### src/rtl/rf_scoreboard_pkg.sv
// Shared CPU constants for the register-file scoreboard: register count,
// pending-counter width, register-address width and the hard-wired zero register.
package rf_scoreboard_pkg;

    localparam int SB_NREG  = 32;
    localparam int SB_CNT_W = 2;
    localparam int REG_AW   = 5;

    localparam logic [REG_AW-1:0] ZERO_REG = '0;

    // True when a register address names a tracked (non-zero) register.
    function automatic logic is_tracked(input logic [REG_AW-1:0] addr);
        return addr != ZERO_REG;
    endfunction

endpackage

### src/rtl/rf_scoreboard_sb_counter.sv
// One saturating up/down pending-write counter with a sticky underflow flag.
// Two independent decrements (retire and squash) may land in the same cycle.
module sb_counter #(
    parameter int CNT_W = 2
) (
    input  logic             clk,
    input  logic             rst,
    input  logic             inc,
    input  logic             dec_wb,
    input  logic             dec_kill,
    output logic [CNT_W-1:0] cnt,
    output logic             underflow
);

    localparam logic signed [CNT_W+1:0] CNT_MAX = (CNT_W+2)'((1 << CNT_W) - 1);

    logic signed [CNT_W+1:0] sum;

    always_comb begin
        sum = $signed({2'b00, cnt})
            + $signed({{(CNT_W+1){1'b0}}, inc})
            - $signed({{(CNT_W+1){1'b0}}, dec_wb})
            - $signed({{(CNT_W+1){1'b0}}, dec_kill});
    end

    always_ff @(posedge clk or posedge rst) begin
        if (rst) begin
            cnt       <= '0;
            underflow <= 1'b0;
        end else if (sum < 0) begin
            cnt       <= '0;
            underflow <= 1'b1;
        end else if (sum > CNT_MAX) begin
            cnt <= CNT_MAX[CNT_W-1:0];
        end else begin
            cnt <= sum[CNT_W-1:0];
        end
    end

endmodule

### src/rtl/rf_scoreboard.sv
// Register-file scoreboard: counts in-flight writes per register and holds
// back issue on read-after-write hazards or a saturated destination counter.
module rf_scoreboard
    import rf_scoreboard_pkg::*;
#(
    parameter int NREG  = SB_NREG,
    parameter int CNT_W = SB_CNT_W
) (
    input  logic              clk,
    input  logic              rst,
    input  logic              issue_valid,
    input  logic [REG_AW-1:0] issue_rs,
    input  logic [REG_AW-1:0] issue_rt,
    input  logic              issue_rs_use,
    input  logic              issue_rt_use,
    input  logic              issue_wr,
    input  logic [REG_AW-1:0] issue_rd,
    output logic              issue_ready,
    input  logic              wb_valid,
    input  logic [REG_AW-1:0] wb_rd,
    input  logic              kill_valid,
    input  logic [REG_AW-1:0] kill_rd,
    output logic              busy_any,
    output logic              err_underflow
);

    localparam logic [CNT_W-1:0] CNT_MAX = '1;

    logic [NREG-1:0][CNT_W-1:0] cnt;
    logic [NREG-1:0]            uf;
    logic                       fire;
    logic                       hazard;
    logic                       full;

    // Pending count as seen by a reader this cycle: the register file writes on
    // the falling edge, so a retiring or squashed write no longer blocks a read.
    function automatic logic pending(input logic [CNT_W-1:0] c,
                                     input logic hit_wb,
                                     input logic hit_kill);
        logic signed [CNT_W+1:0] p;
        p = $signed({2'b00, c})
          - $signed({{(CNT_W+1){1'b0}}, hit_wb})
          - $signed({{(CNT_W+1){1'b0}}, hit_kill});
        return p > 0;
    endfunction

    always_comb begin
        hazard = (issue_rs_use && pending(cnt[issue_rs],
                                          wb_valid   && (wb_rd   == issue_rs),
                                          kill_valid && (kill_rd == issue_rs)))
              || (issue_rt_use && pending(cnt[issue_rt],
                                          wb_valid   && (wb_rd   == issue_rt),
                                          kill_valid && (kill_rd == issue_rt)));
        // Fullness ignores same-cycle decrements to keep the ready path short.
        full   = issue_wr && is_tracked(issue_rd) && (cnt[issue_rd] == CNT_MAX);
    end

    assign issue_ready = !hazard && !full;
    assign fire        = issue_valid && issue_ready;

    assign cnt[ZERO_REG] = '0;
    assign uf[ZERO_REG]  = 1'b0;

    for (genvar r = 1; r < NREG; r++) begin : g_cnt
        sb_counter #(
            .CNT_W(CNT_W)
        ) u_cnt (
            .clk      (clk),
            .rst      (rst),
            .inc      (fire && issue_wr && (issue_rd == REG_AW'(r))),
            .dec_wb   (wb_valid   && (wb_rd   == REG_AW'(r))),
            .dec_kill (kill_valid && (kill_rd == REG_AW'(r))),
            .cnt      (cnt[r]),
            .underflow(uf[r])
        );
    end

    assign busy_any      = |cnt;
    assign err_underflow = |uf;

endmodule
### config.mk
export PLATFORM = sky130hd
export DESIGN_NAME = rf_scoreboard
export DESIGN_NICKNAME = d
export VERILOG_FILES = /design/src/rtl/rf_scoreboard_pkg.sv /design/src/rtl/rf_scoreboard_sb_counter.sv /design/src/rtl/rf_scoreboard.sv
export SDC_FILE = /design/constraint.sdc
export NUM_CORES = 1
export LEC_CHECK = 0
export ABC_AREA = 0
export CAP_MARGIN = 20
export CORE_ASPECT_RATIO = 0.6
export CORE_UTILIZATION = 60
export DETAILED_ROUTE_END_ITERATION = 10
export PLACE_DENSITY_LB_ADDON = 0.1
export SLEW_MARGIN = 30
export SYNTH_ARGS = -nofsm -noshare
export SYNTH_HDL_FRONTEND = slang
export SYNTH_SLANG_ARGS = --single-unit
### constraint.sdc
create_clock -name clk -period 13.8 [get_ports clk]
set_input_delay 2.76 -clock clk [delete_from_list [all_inputs] [get_ports clk]]
set_output_delay 2.76 -clock clk [all_outputs]
set_load 0.05 [all_outputs]
# Word level (Yosys, flattened, before mapping)
# Index checks and enable logic that the tools add are counted.
# W data, S select, Z words.
[totals] reg_bits=93 word_cells=502 out_inout_bits=3 in_bits=33
[op_classes] mux=68 n_addsub=97 n_lt_le_gt_ge=67 n_reduce_logical=110 eq_ne=98
[op_table] operator="$sub A4 B2 Y4" n=62
[op_table] operator="$eq A5 B5 Y1 const B" n=48
[op_table] operator="$mux W2" n=65
[op_table] operator="$gt A4 B3 Y1 const B" n=31
[op_table] operator="$lt A4 B1 Y1 const B" n=31
[op_table] operator="$eq A5 B4 Y1 const B" n=24
[op_table] operator="$logic_and A1 B1 Y1" n=104
[op_table] operator="$add A2 B1 Y3" n=31
[op_table] operator="$reduce_or A62 Y1" n=1
[op_table] operator="$eq A5 B3 Y1 const B" n=12
[op_table] operator="$reduce_or A31 Y1" n=1
[op_table] operator="$bmux W2 S5" n=3
[op_table] operator="$eq A5 B2 Y1 const B" n=6
[op_table] operator="$eq A5 B5 Y1" n=4
[op_table] operator="$lt A5 B6 Y1 const B" n=3
[op_table] operator="$eq A5 B1 Y1 const B" n=3
[op_table] operator="$gt A4 B1 Y1 const B" n=2
[op_table] operator="$sub A3 B2 Y4" n=2
[op_table] operator="$sub A2 B1 Y3" n=2
[op_table] operator="$reduce_bool A5 Y1" n=1
[op_table] operator="$eq A2 B2 Y1 const B" n=1
[op_table] operator="$logic_not A1 Y1" n=2
[op_table] operator="$logic_or A1 B1 Y1" n=1

# Longest topological paths before layout
[depth] depth_word=18 ltp_mapped=21

# Cells and area by module
# Synthesis repeated with hierarchy kept, for this count alone.
[unflattened] cells_unflattened=893 area_unflattened_um2=8972.4
[modules_own_cells] module="sb_counter (g_cnt[13].u_cnt ...)" cells_each=17 seq_area_each_um2=75.1 area_each_um2=197.7 instances=25
[modules_own_cells] module="rf_scoreboard" cells_each=354 seq_area_each_um2=0.0 area_each_um2=2836.5 instances=1
[modules_own_cells] module="sb_counter (g_cnt[10].u_cnt ...)" cells_each=19 seq_area_each_um2=75.1 area_each_um2=198.9 instances=6

# Worst setup path after synthesis
# Ideal clock, no wire load.
[synth_path] kind="input-to-output" startpoint="input issue_rt[1]" endpoint="output issue_ready" stages=11 slack_ps=4920 n_path_buf=2 t_arrival_ps=6120 path_cell_list="clkbuf_1 > buf_2 > mux4_1 > mux4_2 > mux2i_1 > ha_1 > ha_1 > fa_1 > nand2_1 > a32o_1 > a211oi_2"
[synth_between] elab_chain_len=9 word_cells_on_any_way=13
[synth_lines] element="from (decl)" line="rf_scoreboard.sv:13" text="input logic [REG_AW-1:0] issue_rt,"
[synth_lines] element="$bmux W2 S5 or $eq A5 B5 Y1 (tied branches)" line="rf_scoreboard.sv:51, rf_scoreboard.sv:52"
[synth_lines] element="$mux W2 (not written as such) or $logic_and A1 B1 Y1 (tied branches)" line="rf_scoreboard.sv:51, rf_scoreboard.sv:52"
[synth_lines] element="$sub A2 B1 Y3" line="rf_scoreboard.sv:42" text="- $signed({{(CNT_W+1){1'b0}}, hit_wb})"
[synth_lines] element="$sub A3 B2 Y4 *" line="rf_scoreboard.sv:43" text="- $signed({{(CNT_W+1){1'b0}}, hit_kill});"
[synth_lines] element="$gt A4 B1 Y1 *" line="rf_scoreboard.sv:44" text="return p > 0;"
[synth_lines] element="$logic_and A1 B1 Y1 *" line="rf_scoreboard.sv:51" text="|| (issue_rt_use && pending(cnt[issue_rt],"
[synth_lines] element="$logic_or A1 B1 Y1 *" line="rf_scoreboard.sv:51"
[synth_lines] element="$logic_not A1 Y1 *" line="rf_scoreboard.sv:58" text="assign issue_ready = !hazard && !full;"
[synth_lines] element="$logic_and A1 B1 Y1 *" line="rf_scoreboard.sv:58"
[synth_lines] element="to (decl)" line="rf_scoreboard.sv:18" text="output logic issue_ready,"
# Every way passes the cells marked *; elsewhere a longest branch is shown, timed or not. The select of a mux whose other input is x is not followed.

# Worst setup path after layout
[layout_path] startpoint="input issue_rs[1]" endpoint="output issue_ready"
[layout_between] elab_chain_len=9 word_cells_on_any_way=13
[layout_lines] element="from (decl)" line="rf_scoreboard.sv:12" text="input logic [REG_AW-1:0] issue_rs,"
[layout_lines] element="$bmux W2 S5 or $eq A5 B5 Y1 (tied branches)" line="rf_scoreboard.sv:48, rf_scoreboard.sv:49"
[layout_lines] element="$mux W2 (not written as such) or $logic_and A1 B1 Y1 (tied branches)" line="rf_scoreboard.sv:48, rf_scoreboard.sv:49"
[layout_lines] element="$sub A2 B1 Y3" line="rf_scoreboard.sv:42"
[layout_lines] element="$sub A3 B2 Y4 *" line="rf_scoreboard.sv:43"
[layout_lines] element="$gt A4 B1 Y1 *" line="rf_scoreboard.sv:44"
[layout_lines] element="$logic_and A1 B1 Y1 *" line="rf_scoreboard.sv:48" text="hazard = (issue_rs_use && pending(cnt[issue_rs],"
[layout_lines] element="$logic_or A1 B1 Y1 *" line="rf_scoreboard.sv:51"
[layout_lines] element="$logic_not A1 Y1 *" line="rf_scoreboard.sv:58"
[layout_lines] element="$logic_and A1 B1 Y1 *" line="rf_scoreboard.sv:58"
# Marks and branches as above.

==> flow_summary.json <==
{
  "reported_leakage_power_nw": 4.64,
  "worstPathRequired_ns": 11.04,
  "clock-sinks": 93,
  "die_area_sq_mm": 0.0158,
  "grt_util_all_layers_pct": 37.0,
  "hold_path.startpoint": "g_cnt[4].u_cnt.underflow",
  "setup_viol": 0,
  "final_nets": 1116,
  "routed_wl_mm": 27.3,
  "most_common_library_cell_in_the_layout_ignoring_fill_and_taps": "sky130_fd_sc_hd__inv_1",
  "grt_start_max_net_pins": 43,
  "worst_slew_pin_slew_ns": 0.972,
  "via_density": 6.35,
  "h-tree-depth": 3,
  "yosysTopAreaCellShare_pct": 25.3,
  "n_fill_cell": 1174,
  "syn_inst": 909,
  "cts-hold-fix-buffers": 0,
  "setup.worst_path.end_class": "primary output",
  "relSlewSlack_pct": 35.0,
  "status": "completed",
  "top_usage_layer": "met1",
  "synth_warnings": 0,
  "p_per_area_mw_per_mm2": 158,
  "clk_pin_slew_ns": 0.07,
  "portBuffers": 35,
  "die_width_um": 162,
  "cts_resized": 0,
  "grt.overflow.total": 0,
  "critical_path_source": "issue_rs[1]",
  "finalHoldViolCount": 0,
  "post-synth-top-area-cell": "sky130_fd_sc_hd__dfrtp_1",
  "grt_first_pass_wirelength_mm": 42.7,
  "drc": 0,
  "postSynthRegisterBits": 93,
  "post-route-util_pct": 67.2,
  "floorplan.io_pins": 36,
  "maxSlewViolCount": 0,
  "post_drt_wl_per_cell_um": 24.2,
  "cts-root-buf": "sky130_fd_sc_hd__clkbuf_16",
  "class_of_the_most_critical_hold_timing_path": "flop to flop",
  "synth_flop_cell": "sky130_fd_sc_hd__dfrtp_1",
  "total_standard_cell_area_after_synthesis_sq_mm": 0.00919,
  "grt_setup_unrepaired": "false",
  "cts_tree": "built",
  "synth.net_count": 1103,
  "gr-usage-met1_pct": 52.3,
  "total_power_w": 0.00156,
  "worstPathMaxFanout": 20,
  "postSynth.asyncResetShare_pct": 100,
  "fp.coreArea_sq_mm": 0.0147,
  "rows": 34,
  "cap_viol_max_count": 0,
  "max_freq_ghz": 0.0980,
  "seq_area_frac_synth_pct": 25.3,
  "kind_of_critical_path": "input port to primary output",
  "edff_count_synth": 0,
  "postRouteAntennaNets": 0,
  "via_count_of_the_first_global_routing_pass": 7343,
  "detail_route.first_pass.iterations": 5,
  "critical_path_arrival_ns": 7.45,
  "reg2reg_from": "g_cnt[29].u_cnt.cnt[0]",
  "gp_congestion": 0.950,
  "clock_latency_ns": 0.35,
  "fin_crit_sh_pct": 74.0,
  "drive_gt1_share_pct": 7.23,
  "vdd.ir_drop.worst_mv": 0.0952,
  "place_hpwl_mm": 21.2,
  "initial_core_utilization_pct": 62.5,
  "post_cts_buffers": 0,
  "met3_usage_pct": 16.7,
  "drt_first_iter_violations": 804,
  "post_synth.cell_area_avg_sq_um": 10.1,
  "timing.final.crit_period_ns": 10.21,
  "mostFrequentLayoutCells": "sky130_fd_sc_hd__inv_1 (157), sky130_fd_sc_hd__ha_1 (97), sky130_fd_sc_hd__dfrtp_1 (93)",
  "synth_top_cells_by_area": "sky130_fd_sc_hd__dfrtp_1 (25%), sky130_fd_sc_hd__fa_1 (14%), sky130_fd_sc_hd__ha_1 (13%), sky130_fd_sc_hd__mux4_2 (6.6%), sky130_fd_sc_hd__inv_1 (6.5%)",
  "setup-tns-final_ns": 0,
  "chipHeight_um": 97.9,
  "routed-via-count": 7149,
  "finClkSkew_ns": 0.0115,
  "antenna_violations_before_repair": 0,
  "setup_crit_start_kind": "input port",
  "cts_buffer_depth": 2,
  "synth.distinct_cells": 48,
  "globalRouteMet2Util_pct": 51.1,
  "tritoncts.num_buffers": 9,
  "syn_to_final_growth_pct": 7.61
}
worst max-delay path, cell delays in order:
cell                              delay, ns
sky130_fd_sc_hd__clkdlybuf4s50_1       1.10
sky130_fd_sc_hd__mux2_2                0.42
sky130_fd_sc_hd__a22o_1                0.18
sky130_fd_sc_hd__mux4_2                0.48
sky130_fd_sc_hd__mux2i_1               0.15
sky130_fd_sc_hd__ha_1                  0.25
sky130_fd_sc_hd__ha_1                  0.21
sky130_fd_sc_hd__fa_1                  0.48
sky130_fd_sc_hd__nand2_1               0.06
sky130_fd_sc_hd__a32o_1                0.27
sky130_fd_sc_hd__a211oi_2              0.24
sky130_fd_sc_hd__clkdlybuf4s50_1       0.85
final timing paths:
kind                                       endpoint  slack [ns]  cells past startpoint
max                                     issue_ready        3.59                     12
min                        g_cnt[4].u_cnt.underflow        0.48                      1
max reg2reg                  g_cnt[19].u_cnt.cnt[0]        8.06                     18
min reg2reg                g_cnt[4].u_cnt.underflow        0.48                      1
max in group asynchronous    g_cnt[18].u_cnt.cnt[0]       10.09                      4
min in group asynchronous    g_cnt[11].u_cnt.cnt[1]        2.69                      2
metal layers:
layer | part of all wire, % | vias to the layer above
met4 | 2.1 | 2
li1 | - | 3094
met3 | 15 | 49
met2 | 41 | 445
met5 | 0.28 | -
met1 | 41 | 3559
Yosys cell counts, types with 16 or more instances:
cell	count
sky130_fd_sc_hd__mux4_2	27
sky130_fd_sc_hd__xor2_1	16
sky130_fd_sc_hd__clkbuf_1	16
sky130_fd_sc_hd__mux2i_1	17
sky130_fd_sc_hd__nand2_1	42
sky130_fd_sc_hd__dfrtp_1	93
sky130_fd_sc_hd__ha_1	97
sky130_fd_sc_hd__inv_1	158
sky130_fd_sc_hd__a21oi_1	33
sky130_fd_sc_hd__nor4_1	26
sky130_fd_sc_hd__mux4_1	17
sky130_fd_sc_hd__a31oi_1	24
sky130_fd_sc_hd__nor2_1	70
sky130_fd_sc_hd__nor3_1	32
sky130_fd_sc_hd__nand2b_1	28
sky130_fd_sc_hd__nand3_1	19
sky130_fd_sc_hd__o21bai_1	23
sky130_fd_sc_hd__fa_1	64
kinds of logic (layout without fill, tap and decap cells):
family	Yosys count	in the layout	synth area share [%]
simple gates	271	271	15.0
buf+inv	194	212	8.89
other cells	0	1	0
compound gates	96	96	7.05
xor+xnor	28	28	2.67
mux	66	66	13.9
flops	93	93	25.3
fa+ha+maj	161	161	27.1
final cells by class:
| cell class | count | area [sq um] | share of cell area (%) |
|---|---|---|---|
| Sequential cell | 93 | 2330 | 23.5 |
| Clock inverter | 7 | 67.6 | 0.683 |
| Tap cell | 198 | 248 | 2.50 |
| Multi-Input combinational cell | 622 | 6050 | 61.1 |
| Antenna cell | 1 | 2.50 | 0.0253 |
| Timing Repair Buffer | 38 | 378 | 3.82 |
| Clock buffer | 9 | 225 | 2.28 |
| Inverter | 158 | 596 | 6.02 |
flip-flops by register name, summed over array words and instances (netlist names):
| name | count |
|---|---|
| g_cnt.u_cnt.cnt | 62 |
| g_cnt.u_cnt.underflow | 31 |
power by group:
part           leakage (nW)  switching, W  internal, W
logic                  3.36      0.000319     0.000322
clock network         0.145      0.000124     0.000127
registers              1.14      0.000263     0.000405
total                  4.64      0.000706     0.000855
through the flow:
stage          cells  area, sq um  setup slack (ns)  hold WS [ns]
3_3_place_gp    1108         9590              3.45         0.453
3_5_place_dp    1109         9610              3.35         0.460
5_1_grt         1125         9890              3.46         0.496
4_1_cts         1125         9910              3.35         0.478
6_report        1126         9890              3.59         0.479
2_1_floorplan    909         9190              4.92         0.434
No activity file was read; power rests on OpenSTA's default activity.
